File: config.mk
export PLATFORM = sky130hd
export DESIGN_NAME = prog_lut_eval_flat
export DESIGN_NICKNAME = d
export VERILOG_FILES = /design/src/rtl/prog_lut_pkg.sv /design/src/rtl/prog_lut_eval_if.sv /design/src/rtl/prog_lut_eval_lut_channel.sv /design/src/rtl/prog_lut_eval.sv /design/src/flat_wrapper.sv
export SDC_FILE = /design/constraint.sdc
export NUM_CORES = 1
export LEC_CHECK = 0
export ABC_CLOCK_PERIOD_IN_PS = 1400
export BUFFER_PORTS_ARGS = -buffer_cell sky130_fd_sc_hd__buf_2
export CORE_ASPECT_RATIO = 1.1
export CORE_UTILIZATION = 42
export DETAILED_ROUTE_END_ITERATION = 12
export PLACE_DENSITY = 0.7
export SLEW_MARGIN = 20
export SYNTH_ARGS = -nofsm -noshare
export SYNTH_HDL_FRONTEND = slang
export SYNTH_SLANG_ARGS = --single-unit
File: constraint.sdc
create_clock -name clk -period 1.4 [get_ports clk]
set_input_delay 0.07 -clock clk [delete_from_list [all_inputs] [get_ports clk]]
set_output_delay 0.07 -clock clk [all_outputs]
set_load 0.02 [all_outputs]
File: src/rtl/prog_lut_pkg.sv
// Shared types and sizing helpers for the programmable LUT evaluator.
package prog_lut_pkg;

  typedef enum logic [1:0] {
    IDLE,
    LOAD,
    COMMIT,
    READ
  } state_t;

  function automatic int lut_depth(input int n);
    return 1 << n;
  endfunction

  // A single channel still needs a one-bit selector.
  function automatic int ch_width(input int n_ch);
    return (n_ch > 1) ? $clog2(n_ch) : 1;
  endfunction

endpackage

File: src/rtl/prog_lut_eval_if.sv
// Evaluation and serial-config bus of prog_lut_eval.
// PROG_LUT_READBACK_EN adds the table readback signals.
interface prog_lut_eval_if import prog_lut_pkg::*; #(
  parameter int N_IN = 3,
  parameter int N_CH = 2
);
  localparam int CH_W = ch_width(N_CH);

  logic                 in_valid;
  logic [N_CH*N_IN-1:0] in_data;
  logic                 out_valid;
  logic [N_CH-1:0]      out_y;

  logic                 cfg_start;
  logic [CH_W-1:0]      cfg_ch;
  logic                 cfg_valid;
  logic                 cfg_bit;
  logic                 cfg_busy;
  logic                 cfg_done;

`ifdef PROG_LUT_READBACK_EN
  logic                 rd_start;
  logic [CH_W-1:0]      rd_ch;
  logic                 rd_valid;
  logic                 rd_bit;

  modport master (
    output in_valid, in_data, cfg_start, cfg_ch, cfg_valid, cfg_bit, rd_start, rd_ch,
    input  out_valid, out_y, cfg_busy, cfg_done, rd_valid, rd_bit
  );

  modport slave (
    input  in_valid, in_data, cfg_start, cfg_ch, cfg_valid, cfg_bit, rd_start, rd_ch,
    output out_valid, out_y, cfg_busy, cfg_done, rd_valid, rd_bit
  );
`else
  modport master (
    output in_valid, in_data, cfg_start, cfg_ch, cfg_valid, cfg_bit,
    input  out_valid, out_y, cfg_busy, cfg_done
  );

  modport slave (
    input  in_valid, in_data, cfg_start, cfg_ch, cfg_valid, cfg_bit,
    output out_valid, out_y, cfg_busy, cfg_done
  );
`endif

endinterface

File: src/rtl/prog_lut_eval_lut_channel.sv
// One channel: committed truth table plus registered lookup.
// PROG_LUT_READBACK_EN exposes the committed table for readback.
module lut_channel import prog_lut_pkg::*; #(
  parameter int                         N_IN = 3,
  parameter logic [lut_depth(N_IN)-1:0] INIT = 8'hF4
) (
  input  logic                       clk,
  input  logic                       rst_n,
  input  logic                       we,
  input  logic [lut_depth(N_IN)-1:0] wdata,
  input  logic                       en,
  input  logic [N_IN-1:0]            idx,
  output logic                       y
`ifdef PROG_LUT_READBACK_EN
  ,
  output logic [lut_depth(N_IN)-1:0] contents
`endif
);

  logic [lut_depth(N_IN)-1:0] tbl;

  // NOTE: the table is a small flop bank, not RAM, so it resets to INIT and a
  // reset in the middle of a load restores INIT rather than the previous table.
  always_ff @(posedge clk or negedge rst_n) begin
    if (!rst_n) begin
      tbl <= INIT;
    end else if (we) begin
      tbl <= wdata;
    end
  end

  // NOTE: non-blocking assignments make this lookup read the pre-commit table
  // on the commit edge; the new table is first visible one edge later.
  always_ff @(posedge clk or negedge rst_n) begin
    if (!rst_n) begin
      y <= 1'b0;
    end else if (en) begin
      y <= tbl[idx];
    end
  end

`ifdef PROG_LUT_READBACK_EN
  assign contents = tbl;
`endif

endmodule

File: src/rtl/prog_lut_eval.sv
// N_CH-channel run-time-programmable LUT evaluator with serial atomic config.
// PROG_LUT_READBACK_EN adds a READ state that shifts a committed table out.
module prog_lut_eval import prog_lut_pkg::*; #(
  parameter int                         N_IN = 3,
  parameter int                         N_CH = 2,
  parameter logic [lut_depth(N_IN)-1:0] INIT = 8'hF4
) (
  input logic             clk,
  input logic             rst_n,
  prog_lut_eval_if.slave  bus
);

  localparam int DEPTH = lut_depth(N_IN);
  localparam int CH_W  = ch_width(N_CH);
  localparam int CNT_W = $clog2(DEPTH) + 1;
  localparam logic [CNT_W-1:0] LAST = CNT_W'(DEPTH - 1);

  state_t           state_q, state_d;
  logic [CNT_W-1:0] cnt_q, cnt_d;
  logic [DEPTH-1:0] shadow_q, shadow_d;
  logic [CH_W-1:0]  sel_q, sel_d;
  logic             commit;
  logic [N_CH-1:0]  we;
  logic [N_CH-1:0]  y;

  always_ff @(posedge clk or negedge rst_n) begin
    if (!rst_n) begin
      state_q  <= IDLE;
      cnt_q    <= '0;
      shadow_q <= '0;
      sel_q    <= '0;
    end else begin
      state_q  <= state_d;
      cnt_q    <= cnt_d;
      shadow_q <= shadow_d;
      sel_q    <= sel_d;
    end
  end

  // NOTE: every signal written here gets its default first, so no path can
  // leave one unassigned and infer a latch.
  always_comb begin
    state_d  = state_q;
    cnt_d    = cnt_q;
    shadow_d = shadow_q;
    sel_d    = sel_q;
    case (state_q)
      IDLE: begin
        if (bus.cfg_start) begin
          state_d  = LOAD;
          sel_d    = bus.cfg_ch;
          cnt_d    = '0;
          shadow_d = '0;
        end
`ifdef PROG_LUT_READBACK_EN
        else if (bus.rd_start) begin
          state_d = READ;
          sel_d   = bus.rd_ch;
          cnt_d   = '0;
        end
`endif
      end
      LOAD: begin
        if (bus.cfg_start) begin
          sel_d    = bus.cfg_ch;
          cnt_d    = '0;
          shadow_d = '0;
        end else if (bus.cfg_valid) begin
          shadow_d = {shadow_q[DEPTH-2:0], bus.cfg_bit};
          cnt_d    = cnt_q + 1'b1;
          if (cnt_q == LAST) begin
            state_d = COMMIT;
          end
        end
      end
      COMMIT: state_d = IDLE;
`ifdef PROG_LUT_READBACK_EN
      READ: begin
        cnt_d = cnt_q + 1'b1;
        if (cnt_q == LAST) begin
          state_d = IDLE;
        end
      end
`endif
      default: state_d = IDLE;
    endcase
  end

  assign commit       = (state_q == COMMIT);
  assign bus.cfg_busy = (state_q == LOAD);
  assign bus.cfg_done = commit;

  always_ff @(posedge clk or negedge rst_n) begin
    if (!rst_n) begin
      bus.out_valid <= 1'b0;
    end else begin
      bus.out_valid <= bus.in_valid;
    end
  end

`ifdef PROG_LUT_READBACK_EN
  logic [DEPTH-1:0] contents [N_CH];
  logic [DEPTH-1:0] rd_word;
  logic [N_IN-1:0]  rd_idx;

  always_comb begin
    rd_word = '0;
    for (int k = 0; k < N_CH; k++) begin
      if (sel_q == CH_W'(k)) begin
        rd_word = contents[k];
      end
    end
  end

  // DEPTH-1-cnt is the bitwise complement of cnt while cnt < DEPTH.
  assign rd_idx       = ~cnt_q[N_IN-1:0];
  assign bus.rd_valid = (state_q == READ);
  assign bus.rd_bit   = bus.rd_valid & rd_word[rd_idx];
`endif

  // An out-of-range selector matches no channel, so the commit is dropped.
  for (genvar k = 0; k < N_CH; k++) begin : g_ch
    assign we[k] = commit && (sel_q == CH_W'(k));

    lut_channel #(
      .N_IN (N_IN),
      .INIT (INIT)
    ) u_ch (
      .clk      (clk),
      .rst_n    (rst_n),
      .we       (we[k]),
      .wdata    (shadow_q),
      .en       (bus.in_valid),
      .idx      (bus.in_data[k*N_IN +: N_IN]),
      .y        (y[k])
`ifdef PROG_LUT_READBACK_EN
      ,
      .contents (contents[k])
`endif
    );
  end

  assign bus.out_y = y;

endmodule

File: src/flat_wrapper.sv
// flat-port wrapper written by rule: the top's interface ports become plain ports
module prog_lut_eval_flat import prog_lut_pkg::*;
#(
  parameter int                         N_IN = 3,
  parameter int                         N_CH = 2,
  parameter logic [lut_depth(N_IN)-1:0] INIT = 8'hF4
)
  (clk, rst_n, bus_in_valid, bus_in_data, bus_cfg_start, bus_cfg_ch, bus_cfg_valid, bus_cfg_bit, bus_out_valid, bus_out_y, bus_cfg_busy, bus_cfg_done);
  prog_lut_eval_if #(.N_IN(N_IN), .N_CH(N_CH)) bus_i ();
  input logic clk;
  input logic rst_n;
  input wire logic [$bits(bus_i.in_valid)-1:0] bus_in_valid;
  input wire logic [$bits(bus_i.in_data)-1:0] bus_in_data;
  input wire logic [$bits(bus_i.cfg_start)-1:0] bus_cfg_start;
  input wire logic [$bits(bus_i.cfg_ch)-1:0] bus_cfg_ch;
  input wire logic [$bits(bus_i.cfg_valid)-1:0] bus_cfg_valid;
  input wire logic [$bits(bus_i.cfg_bit)-1:0] bus_cfg_bit;
  output wire logic [$bits(bus_i.out_valid)-1:0] bus_out_valid;
  output wire logic [$bits(bus_i.out_y)-1:0] bus_out_y;
  output wire logic [$bits(bus_i.cfg_busy)-1:0] bus_cfg_busy;
  output wire logic [$bits(bus_i.cfg_done)-1:0] bus_cfg_done;
  assign bus_i.in_valid = bus_in_valid;
  assign bus_i.in_data = bus_in_data;
  assign bus_i.cfg_start = bus_cfg_start;
  assign bus_i.cfg_ch = bus_cfg_ch;
  assign bus_i.cfg_valid = bus_cfg_valid;
  assign bus_i.cfg_bit = bus_cfg_bit;
  assign bus_out_valid = bus_i.out_valid;
  assign bus_out_y = bus_i.out_y;
  assign bus_cfg_busy = bus_i.cfg_busy;
  assign bus_cfg_done = bus_i.cfg_done;
  prog_lut_eval #(.N_IN(N_IN), .N_CH(N_CH), .INIT(INIT)) u_core (.clk(clk), .rst_n(rst_n), .bus(bus_i));
endmodule
== Word level (Yosys, flattened, before mapping) ==
Cells that the tools add are included.

* Magnitude comparators: 2
* Bitwise logic cells: 1
* $add $sub $neg: 1
* Reductions and logical operators: 8
* Equality and inequality tests: 8
* Multiplexer cells: 17

{| class="wikitable"
|+ Operators with widths
! operator !! number
|-
| $mux W8 || 3
|-
| $pmux W8 S2 || 1
|-
| $mux W4 || 3
|-
| $lt A3 B4 Y1 const B || 2
|-
| $mux W2 || 4
|-
| $pmux W4 S2 || 1
|-
| $bmux W1 S3 || 2
|-
| $ne A2 B2 Y1 const B || 3
|-
| $add A4 B1 Y4 const B || 1
|-
| $eq A4 B3 Y1 const B || 1
|-
| $pmux W2 S2 || 1
|-
| $reduce_and A4 Y1 || 1
|-
| $ne A3 B3 Y1 const B || 1
|-
| $reduce_and A3 Y1 || 1
|-
| $eq A2 B1 Y1 const B || 1
|-
| $eq A2 B2 Y1 const B || 1
|-
| $logic_and A1 B1 Y1 || 2
|-
| $logic_not A2 Y1 || 1
|-
| $mux W1 || 2
|-
| $ne A2 B1 Y1 const B || 1
|-
| $reduce_and A2 Y1 || 1
|-
| $reduce_bool A2 Y1 || 1
|-
| $reduce_or A2 Y1 || 1
|-
| $not A1 Y1 || 1
|}

* Input port bits: 13
* Output and inout port bits: 5
* Logic and storage cells: 46
* Flip-flop bits (word level): 34

== Logic depth before layout (Yosys ltp) ==
Gate-level depths: netlist (run 1).

* Depth after elaboration: 5
* Mapped depth: 5

== Cells and area by module ==
A second synthesis (run 1) with hierarchy kept.

* Cells, all modules: 129
* Area, all modules: 1581.5 um2

{| class="wikitable"
|+ By module, submodules not included
! module !! seq. area each (um2) !! times used !! area an instance (um2) !! cells each
|-
| lut_channel || 231.5 || 2 || 412.9 || 26
|-
| prog_lut_eval || 400.4 || 1 || 755.7 || 77
|}

== Worst setup path before layout (run 1) ==
Ideal clock, no wire load.

* Kind: register to register
* From: register u_core.state_q[1]
* To: register u_core.g_ch[0].u_ch.tbl[0]
* Buffers on the path: 2
* Setup time: 0.125 ns
* Slack: 0.016 ns
* Stages on the path, launching flop included: 6
* Data arrival time: 1.259 ns
* Cell sequence: dfrtp_1 buf_6 nor2b_4 and2b_1 buf_6 mux2_4

* Longest elaborated chain between the ends: 2

{| class="wikitable"
|+ RTL lines
! element !! line !! text
|-
| from (decl) || prog_lut_eval.sv:18 || <nowiki>state_t state_q, state_d;</nowiki>
|-
| from (signal assigned) || prog_lut_eval.sv:33 || <nowiki>state_q <= state_d;</nowiki>
|-
| $eq A2 B2 Y1 || prog_lut_eval.sv:89 || <nowiki>assign commit = (state_q == COMMIT);</nowiki>
|-
| via bus_cfg_done || flat_wrapper.sv:21 || <nowiki>output wire logic [$bits(bus_i.cfg_done)-1:0] bus_cfg_done;</nowiki>
|-
| $logic_and A1 B1 Y1 || prog_lut_eval.sv:123 || <nowiki>assign we[k] = commit && (sel_q == CH_W'(k));</nowiki>
|-
| to (signal assigned) || prog_lut_eval_lut_channel.sv:28 || <nowiki>tbl <= wdata;</nowiki>
|-
| to (decl) || prog_lut_eval_lut_channel.sv:20 || <nowiki>logic [lut_depth(N_IN)-1:0] tbl;</nowiki>
|}

The timed path passes the listed nets, and every way through them passes these cells.
A chain may end at the register's enable or synchronous reset.

== Final worst setup path (run 1) ==
* From: register u_core.state_q[0]
* To: register u_core.g_ch[0].u_ch.tbl[0]

* Longest elaborated chain between the ends: 2

{| class="wikitable"
|+ RTL lines
! element !! line
|-
| $eq A2 B2 Y1 || prog_lut_eval.sv:89
|-
| $logic_and A1 B1 Y1 || prog_lut_eval.sv:123
|}

Every way passes these cells.

==> summary.md, run 1 <==
| Metric | Value |
|---|---|
| Status | completed |
| RR Endpoint | u_core.g_ch[0].u_ch.tbl[0] |
| Tcrit/Tclk final | 95.60% |
| HPWL after DPL | 2261 um |
| Final WL | 3086 um |
| Yosys reg bits | 34 |
| Mean Syn Cell Area | 12.67 sq um |
| Max cap viols | 0 |
| R2r setup slk | 0.06 ns |
| Worst Hold Class | in2reg |
| Comb pwr share | 5.9% |
| Critical Path AT | 1.51 ns |
| Origin of the worst setup path | u_core.state_q[0] |
| Core area | 3655 sq um |
| Worst Hold Path Cells | 2 |
| Remaining antenna violation count | 0 |
| Placed Cells | 191 |
| Pint | 1.394 mW |
| Count of pins over their slew limit | 0 |
| Number of DRC markers in iteration 0 | 17 |
| Finished Layout Cells | 201 |
| Total power | 1.792 mW |
| Fraction of layout cells with a size suffix above 1 | 39.07% |
| Clock Skew | 0.006433 ns |
| Final #Nets | 164 |
| Die X-Extent | 61.25 um |
| Clock period minus worst slack | 1.338 ns |
| Antenna violations before repair | 0 |
| R2R Path Start | u_core.state_q[0] |
| Reg clk slew, reported paths | 0.07 ns |
| First-pass GRT wire length | 5285 um |
| Slowest cell on the critical path | dfrtp_1 |
| Number of CTS-inserted buffers | 5 |
| Number of distinct library cells after synthesis | 29 |
| Rel. slew slack | 71.66% |
| H-tree level count | 2 |
| Post-synth net total | 142 |
| Layout fillers | 333 |
| Setup crit end kind | flip-flop |
| Total gr overflow | 0 |
| # DRC | 0 |
| GPL Wtd Cong | 0.7683 |
| CP Class | reg2reg |
| Most area-consuming cells after synthesis | dfrtp_1 (37%), dfstp_2 (16%), mux2_4 (7.4%) |
| Vias in the first global route | 1,173 |
| Setup Slack @ Placement | 0.07395 ns |
| CTS tree | built |
| DR pass1 iterations | 4 |
| CP required | 1.57 ns |
| Cell count of the worst reg-to-reg path | 4 |
| Area leader, netlist | dfrtp_1 |
| Via count | 1,049 |
| Via-per-instance ratio | 5.219 |
| DIE HEIGHT | 67.17 um |
| P_sw | 0.3981 mW |
| Clk network pwr share | 37.7% |
| Final Hold Fails | 0 |
| Measured slew at the worst slew-check pin | 0.4251 ns |
| Yosys top cell area share | 37.04% |
| Global Route Usage Sum | 18.42% |
| Max incr delay on CP | 0.45 ns |
| Max IR drop VDD | 0.0004361 V |
| Deepest clock path buffer count | 2 |
| Antenna diodes | 0 |
| Wire per inst | 15.35 um |
| Mapped Cells | 128 |
| Max frequency | 0.7472 GHz |
| Critical path cell sequence | nor2b_4 > and2b_1 > buf_12 > mux2_4 |
| IO buf count | 17 |
| Unrepaired setup endpoints after global routing | no |
| Worst skew pair latency | 0.29 ns |
| Startpoint types | flip-flop |
| Worst Setup Slack, final | 0.06162 ns |
| Initial core utilization | 44.37% |
| Setup Viol. Count Final | 0 |
| Largest net degree at the start of global routing | 19 |
| Area Overhead vs Synth | 14.97% |
| YS warnings | 0 |
| Leakage | 0.8273 nW |
| Power Dens Cells | 961.5 nW/um^2 |
| CTS sink cnt | 34 |
| Netlist Area Pre-Place | 1622 sq um |
| Register area share after synthesis | 53.24% |
| Ports | 18 |
| Post-CTS Setup Inserts | 0 |
| Seq pwr share | 56.4% |
| Hold endpoint | u_core.sel_q |
| Min-delay src | bus_cfg_ch |
| Sw Share | 22.21% |
| Sum Neg Setup Slack | 0 ns |
| # rows | 23 |
| CTS root buffer | clkbuf_8 |
| Maximum fanout along the worst path | 8 |
| Die area | 4114 sq um |
## worst max-delay path by stage
stage                            endpoint  slack, ns  cells past startpoint
2_1_floorplan  u_core.g_ch[0].u_ch.tbl[0]       0.02                      5
3_3_place_gp   u_core.g_ch[0].u_ch.tbl[3]       0.11                      4
3_5_place_dp           u_core.shadow_q[7]       0.07                      4
4_1_cts                u_core.shadow_q[3]       0.06                      4
5_1_grt        u_core.g_ch[0].u_ch.tbl[0]       0.03                      4
6_report       u_core.g_ch[0].u_ch.tbl[0]       0.06                      4
## logic make-up after synthesis
kind of cell             Yosys count  share of synthesized area, %
flip-flops                        34                         53.24
multiplexers                      30                         23.23
AND/OR/NAND/NOR                   26                         8.334
AO/OA/AOI/OAI                     25                         9.258
buffers and inverters             12                         5.169
adder cells (fa/ha/maj)            1                        0.7715
## metal layers
metal  up-vias  routed length (um)  track usage, %
li1        497                   -               -
met1       525                1299           20.22
met2        20                1617           32.47
met3         7                 105           4.406
met5         -                   0               0
met4         0                  63           9.375
## stage by stage
stage / cell area (sq um) / hold WS (ns) / utilization (%)
5_1_grt: 1864 / 0.02453 / 51.01
3_5_place_dp: 1759 / 0.02732 / 48.13
2_1_floorplan: 1622 / -0.2256 / -
6_report: 1864 / 0.02231 / 51.01
4_1_cts: 1859 / 0.02267 / 50.87
3_3_place_gp: 1759 / 0.01651 / 48.13
## cells in the final DEF, fill, tap and decap left out
cell type / n
nor3_1: 1
a22oi_1: 9
buf_4: 3
mux2_4: 8
buf_2: 17
and2b_1: 1
buf_12: 2
nor2_1: 2
ha_1: 1
dfstp_2: 10
a31oi_1: 2
dfrtp_1: 24
nor3b_1: 1
dlygate4sd3_1: 2
mux2i_1: 11
nand2_1: 13
mux2_2: 9
mux4_2: 2
nand4b_1: 1
nand2_2: 1
nor2_4: 1
nand3_1: 1
clkbuf_1: 3
a21oi_1: 2
nor2b_4: 1
nor2b_1: 2
o21ai_0: 11
o21ai_1: 1
clkbuf_8: 5
inv_1: 3
and3_1: 1
## Yosys cell counts
library cell and instances:
dfrtp_1 24, nand2_1 13, mux2i_1 11, o21ai_0 11, dfstp_2 10, a22oi_1 9
mux2_2 9, mux2_4 8, buf_6 4, inv_1 3, a21oi_1 2, a31oi_1 2
buf_4 2, clkbuf_1 2, mux4_2 2, nor2_1 2, nor2b_1 2, and2b_1 1
and3_1 1, buf_2 1, ha_1 1, nand2_2 1, nand3_1 1, nand4b_1 1
nor2_2 1, nor2b_4 1, nor3_1 1, nor3b_1 1, o21ai_1 1
## worst max-delay path: cells and delay by family, from the launching register on
family,cells,cell delay [ns]
AND/OR/NAND/NOR,2,0.33
buffers and inverters,1,0.14
multiplexers,1,0.30
flip-flops,1,0.45
## registers in the layout, indices dropped and copies added (netlist names)
| signal | cells |
|---|---|
| u_core.bus.out_valid | 1 |
| u_core.cnt_q | 4 |
| u_core.g_ch.u_ch.tbl | 16 |
| u_core.g_ch.u_ch.y | 2 |
| u_core.sel_q | 1 |
| u_core.shadow_q | 8 |
| u_core.state_q | 2 |
## repair_timing
| action | in CTS | in global routing |
|---|---|---|
| gates resized for setup | 0 | 1 |
| hold buffers | 2 | 0 |
| setup endpoints to repair | 0 | 10 |
| hold endpoints to repair | 13 | 0 |
## cell type report
| type | instances | area, sq um | area share, % |
|---|---|---|---|
| Clock buffer | 8 | 80.08 | 4.295 |
| Multi-Input combinational cell | 82 | 679.4 | 36.44 |
| Inverter | 3 | 11.26 | 0.6040 |
| Tap cell | 50 | 62.56 | 3.356 |
| Timing Repair Buffer | 24 | 167.7 | 8.993 |
| Sequential cell | 34 | 863.3 | 46.31 |
## power by group through the flow
stage               combinational, mW  clock, mW  sequential, mW
floorplan                      0.0479          0            1.02
global placement               0.0957          0            1.03
detailed placement              0.101          0            1.03
CTS                             0.107      0.700            1.01
global route                    0.119      0.750            1.01
finish                          0.105      0.677            1.01
Note: power is estimated with default switching activity, not from simulation.
==> run 2: changes to the inputs <==
--- a/config.mk
+++ b/config.mk
@@ -10,8 +10,9 @@
 export CORE_ASPECT_RATIO = 1.1
 export CORE_UTILIZATION = 42
 export DETAILED_ROUTE_END_ITERATION = 12
-export PLACE_DENSITY = 0.7
+export PLACE_DENSITY = 0.71
 export SLEW_MARGIN = 20
 export SYNTH_ARGS = -nofsm -noshare
 export SYNTH_HDL_FRONTEND = slang
+export SYNTH_HIERARCHICAL = 1
 export SYNTH_SLANG_ARGS = --single-unit
==> run 2 against run 1 <==
Net effect: maximum frequency down 2.5%; routed wire length down 4.5%; highest routed layer unchanged; synthesized cell count up 0.78%.
==> summary.md, run 2 <==
| Metric | Value |
|---|---|
| Reg with most FFs | u_core/g_ch.u_ch/tbl |
| CTS sink cnt | 34 |
| Total gr overflow | 0 |
| Worst Hold Class | in2reg |
| Hold endpoint | u_core/sel_q |
| R2R Path Start | u_core/state_q[1] |
| Global Route Usage Sum | 17.01% |
| Vias in the first global route | 1,077 |
| Rel. slew slack | 81.05% |
| Max IR drop VDD | 0.0005409 V |
| Initial core utilization | 43.62% |
| H-tree level count | 2 |
| Mapped Cells | 129 |
| YS warnings | 6 |
| Post-synth net total | 143 |
| Comb pwr share | 5.8% |
| Via count | 1,073 |
| Clk network pwr share | 39.3% |
| Most area-consuming cells after synthesis | dfrtp_1 (38%), dfstp_2 (17%), mux2_1 (8.5%) |
| Worst skew pair latency | 0.27 ns |
| Setup crit end kind | flip-flop |
| Leakage | 0.8507 nW |
| # rows | 23 |
| Measured slew at the worst slew-check pin | 0.2836 ns |
| Clock Skew | 0.002329 ns |
| Deepest clock path buffer count | 2 |
| Reg clk slew, reported paths | 0.07 ns |
| DR pass1 iterations | 4 |
| Mean Syn Cell Area | 12.26 sq um |
| Post-CTS Setup Inserts | 0 |
| Via-per-instance ratio | 5.286 |
| Min-delay src | bus_cfg_ch |
| Die area | 4015 sq um |
| Multi-input combinational cell area | 686.9 sq um |
| Wire per inst | 14.52 um |
| Area leader, netlist | dfrtp_1 |
| Reg area | 863.3 sq um |
| Antenna diodes | 0 |
| EDFF count, synth | 0 |
| Main synth FF type | dfrtp_1 |
| Maximum fanout along the worst path | 8 |
| Die X-Extent | 60.51 um |
| Regs by FF count | u_core/g_ch.u_ch/tbl x16, u_core/shadow_q x8, u_core/cnt_q x4 |
| Max reg flops | 16 |
| R2r setup slk | 0.03 ns |
| # DRC | 0 |
| DIE HEIGHT | 66.36 um |
| Cell with the most instances after synthesis | dfrtp_1 |
| Number of CTS-inserted buffers | 5 |
| CP Class | reg2reg |
| P_sw | 0.4032 mW |
| Most frequent cells in the layout | dfrtp_1 (24), buf_2 (17), nand2_1 (13), mux2i_1 (12) |
| Core area | 3626 sq um |
| CP required | 1.56 ns |
| Critical Path AT | 1.53 ns |
| Pint | 1.439 mW |
| Fraction of layout cells with a size suffix above 1 | 35.29% |
| Yosys top cell area share | 37.97% |
| Largest net degree at the start of global routing | 25 |
| Area Overhead vs Synth | 18.75% |
| Count of pins over their slew limit | 0 |
| First-pass GRT wire length | 4933 um |
| Layout fillers | 334 |
| Yosys reg bits | 34 |
| CTS tree | built |
| Final #Nets | 166 |
| Max frequency | 0.7285 GHz |
| Netlist Area Pre-Place | 1582 sq um |
| Power Dens Cells | 980.7 nW/um^2 |
| Sum Neg Setup Slack | 0 ns |
| HPWL after DPL | 2215 um |
| Status | completed |
| Ports | 18 |
| Register area share after synthesis | 54.59% |
| GPL Wtd Cong | 0.7988 |
| Seq pwr share | 55.0% |
| Sw Share | 21.89% |
| Setup Viol. Count Final | 0 |
| Commonest non-fill, non-tap cell in the layout | dfrtp_1 |
| Async set-reset flop share out of synthesis | 100.0% |
| Final Hold Fails | 0 |
| Tcrit/Tclk final | 98.05% |
| Startpoint types | flip-flop |
| Worst Hold Path Cells | 2 |
| Number of distinct library cells after synthesis | 26 |
| Remaining antenna violation count | 0 |
| Final WL | 2948 um |
| Antenna violations before repair | 0 |
| Max cap viols | 0 |
| CTS root buffer | clkbuf_8 |
| Unrepaired setup endpoints after global routing | no |
| Clock period minus worst slack | 1.373 ns |
| RR Endpoint | u_core/g_ch[0].u_ch/tbl[3] |
| Final core occ | 51.79% |
| Most frequent cells after synthesis | dfrtp_1 (24), nand2_1 (13), mux2_1 (12), mux2i_1 (12), dfstp_2 (10) |
| Cell count of the worst reg-to-reg path | 3 |
| Number of DRC markers in iteration 0 | 49 |
| IO buf count | 17 |
[run 2: power groups by stage]
| stage | logic [mW] | registers (mW) | clock network [mW] |
|---|---|---|---|
| 2_1_floorplan | 0.0519 | 1.03 | 0 |
| 3_3_place_gp | 0.0995 | 1.03 | 0 |
| 3_5_place_dp | 0.104 | 1.03 | 0 |
| 4_1_cts | 0.108 | 1.01 | 0.749 |
| 5_1_grt | 0.120 | 1.01 | 0.789 |
| 6_report | 0.106 | 1.01 | 0.723 |
[run 2: worst max-delay path, stage by stage (launching register included)]
cell,delay [ns]
dfrtp_1,0.43
nor2b_4,0.19
nor2b_4,0.31
mux2_4,0.33
[run 2: worst max path at each step]
stage	startpoint	to	cells after the start
6_report	u_core/state_q[1]	u_core/g_ch[0].u_ch/tbl[3]	3
3_3_place_gp	u_core/state_q[1]	u_core/g_ch[0].u_ch/tbl[7]	3
5_1_grt	u_core/state_q[1]	u_core/g_ch[0].u_ch/tbl[7]	3
2_1_floorplan	u_core/state_q[1]	u_core/g_ch[1].u_ch/tbl[0]	5
3_5_place_dp	u_core/state_q[1]	u_core/g_ch[0].u_ch/tbl[5]	3
4_1_cts	u_core/state_q[1]	u_core/g_ch[0].u_ch/tbl[5]	3
[run 2: final cells by class]
| class | instances | share of cell area, % |
|---|---|---|
| multi-input combinational | 84 | 36.58 |
| clock buffer | 6 | 4.397 |
| timing repair buffer | 25 | 8.661 |
| inverter | 2 | 0.3997 |
| clock inverter | 2 | 0.6662 |
| sequential | 34 | 45.97 |
| tap | 50 | 3.331 |
[run 2: metal layers]
layer	vias to the layer above	track usage (%)	wire length (um)
met5	-	0	0
met4	0	5.114	15
met3	2	4.110	103
met2	26	30.63	1558
met1	538	19.47	1270
li1	507	-	-
[run 2: metrics by stage]
stage	total power, mW	area, sq um	hold slack, ns	cells	setup slack (ns)
floorplan	1.079	1638	-0.2256	129	-0.007581
global placement	1.129	1762	-0.03961	193	0.09747
detailed placement	1.133	1762	-0.03647	193	0.03533
CTS	1.869	1877	0.01680	203	0.02683
global route	1.922	1878	0.02196	203	0.004571
finish	1.842	1878	0.02416	203	0.02729
[run 2: kinds of logic after synthesis]
family                   after synthesis  share of synthesized area (%)
buffers and inverters                 11                          4.113
AND/OR/NAND/NOR                       30                          9.573
AO/OA/AOI/OAI                         22                          8.385
multiplexers                          31                          22.55
flip-flops                            34                          54.59
adder cells (fa/ha/maj)                1                         0.7910
[run 2: repair_timing]
item / in CTS / in global routing
endpoints found under the hold margin: 26 / 0
setup endpoints to repair: 0 / 2
hold buffers: 2 / 0
gates resized for setup: 0 / 1
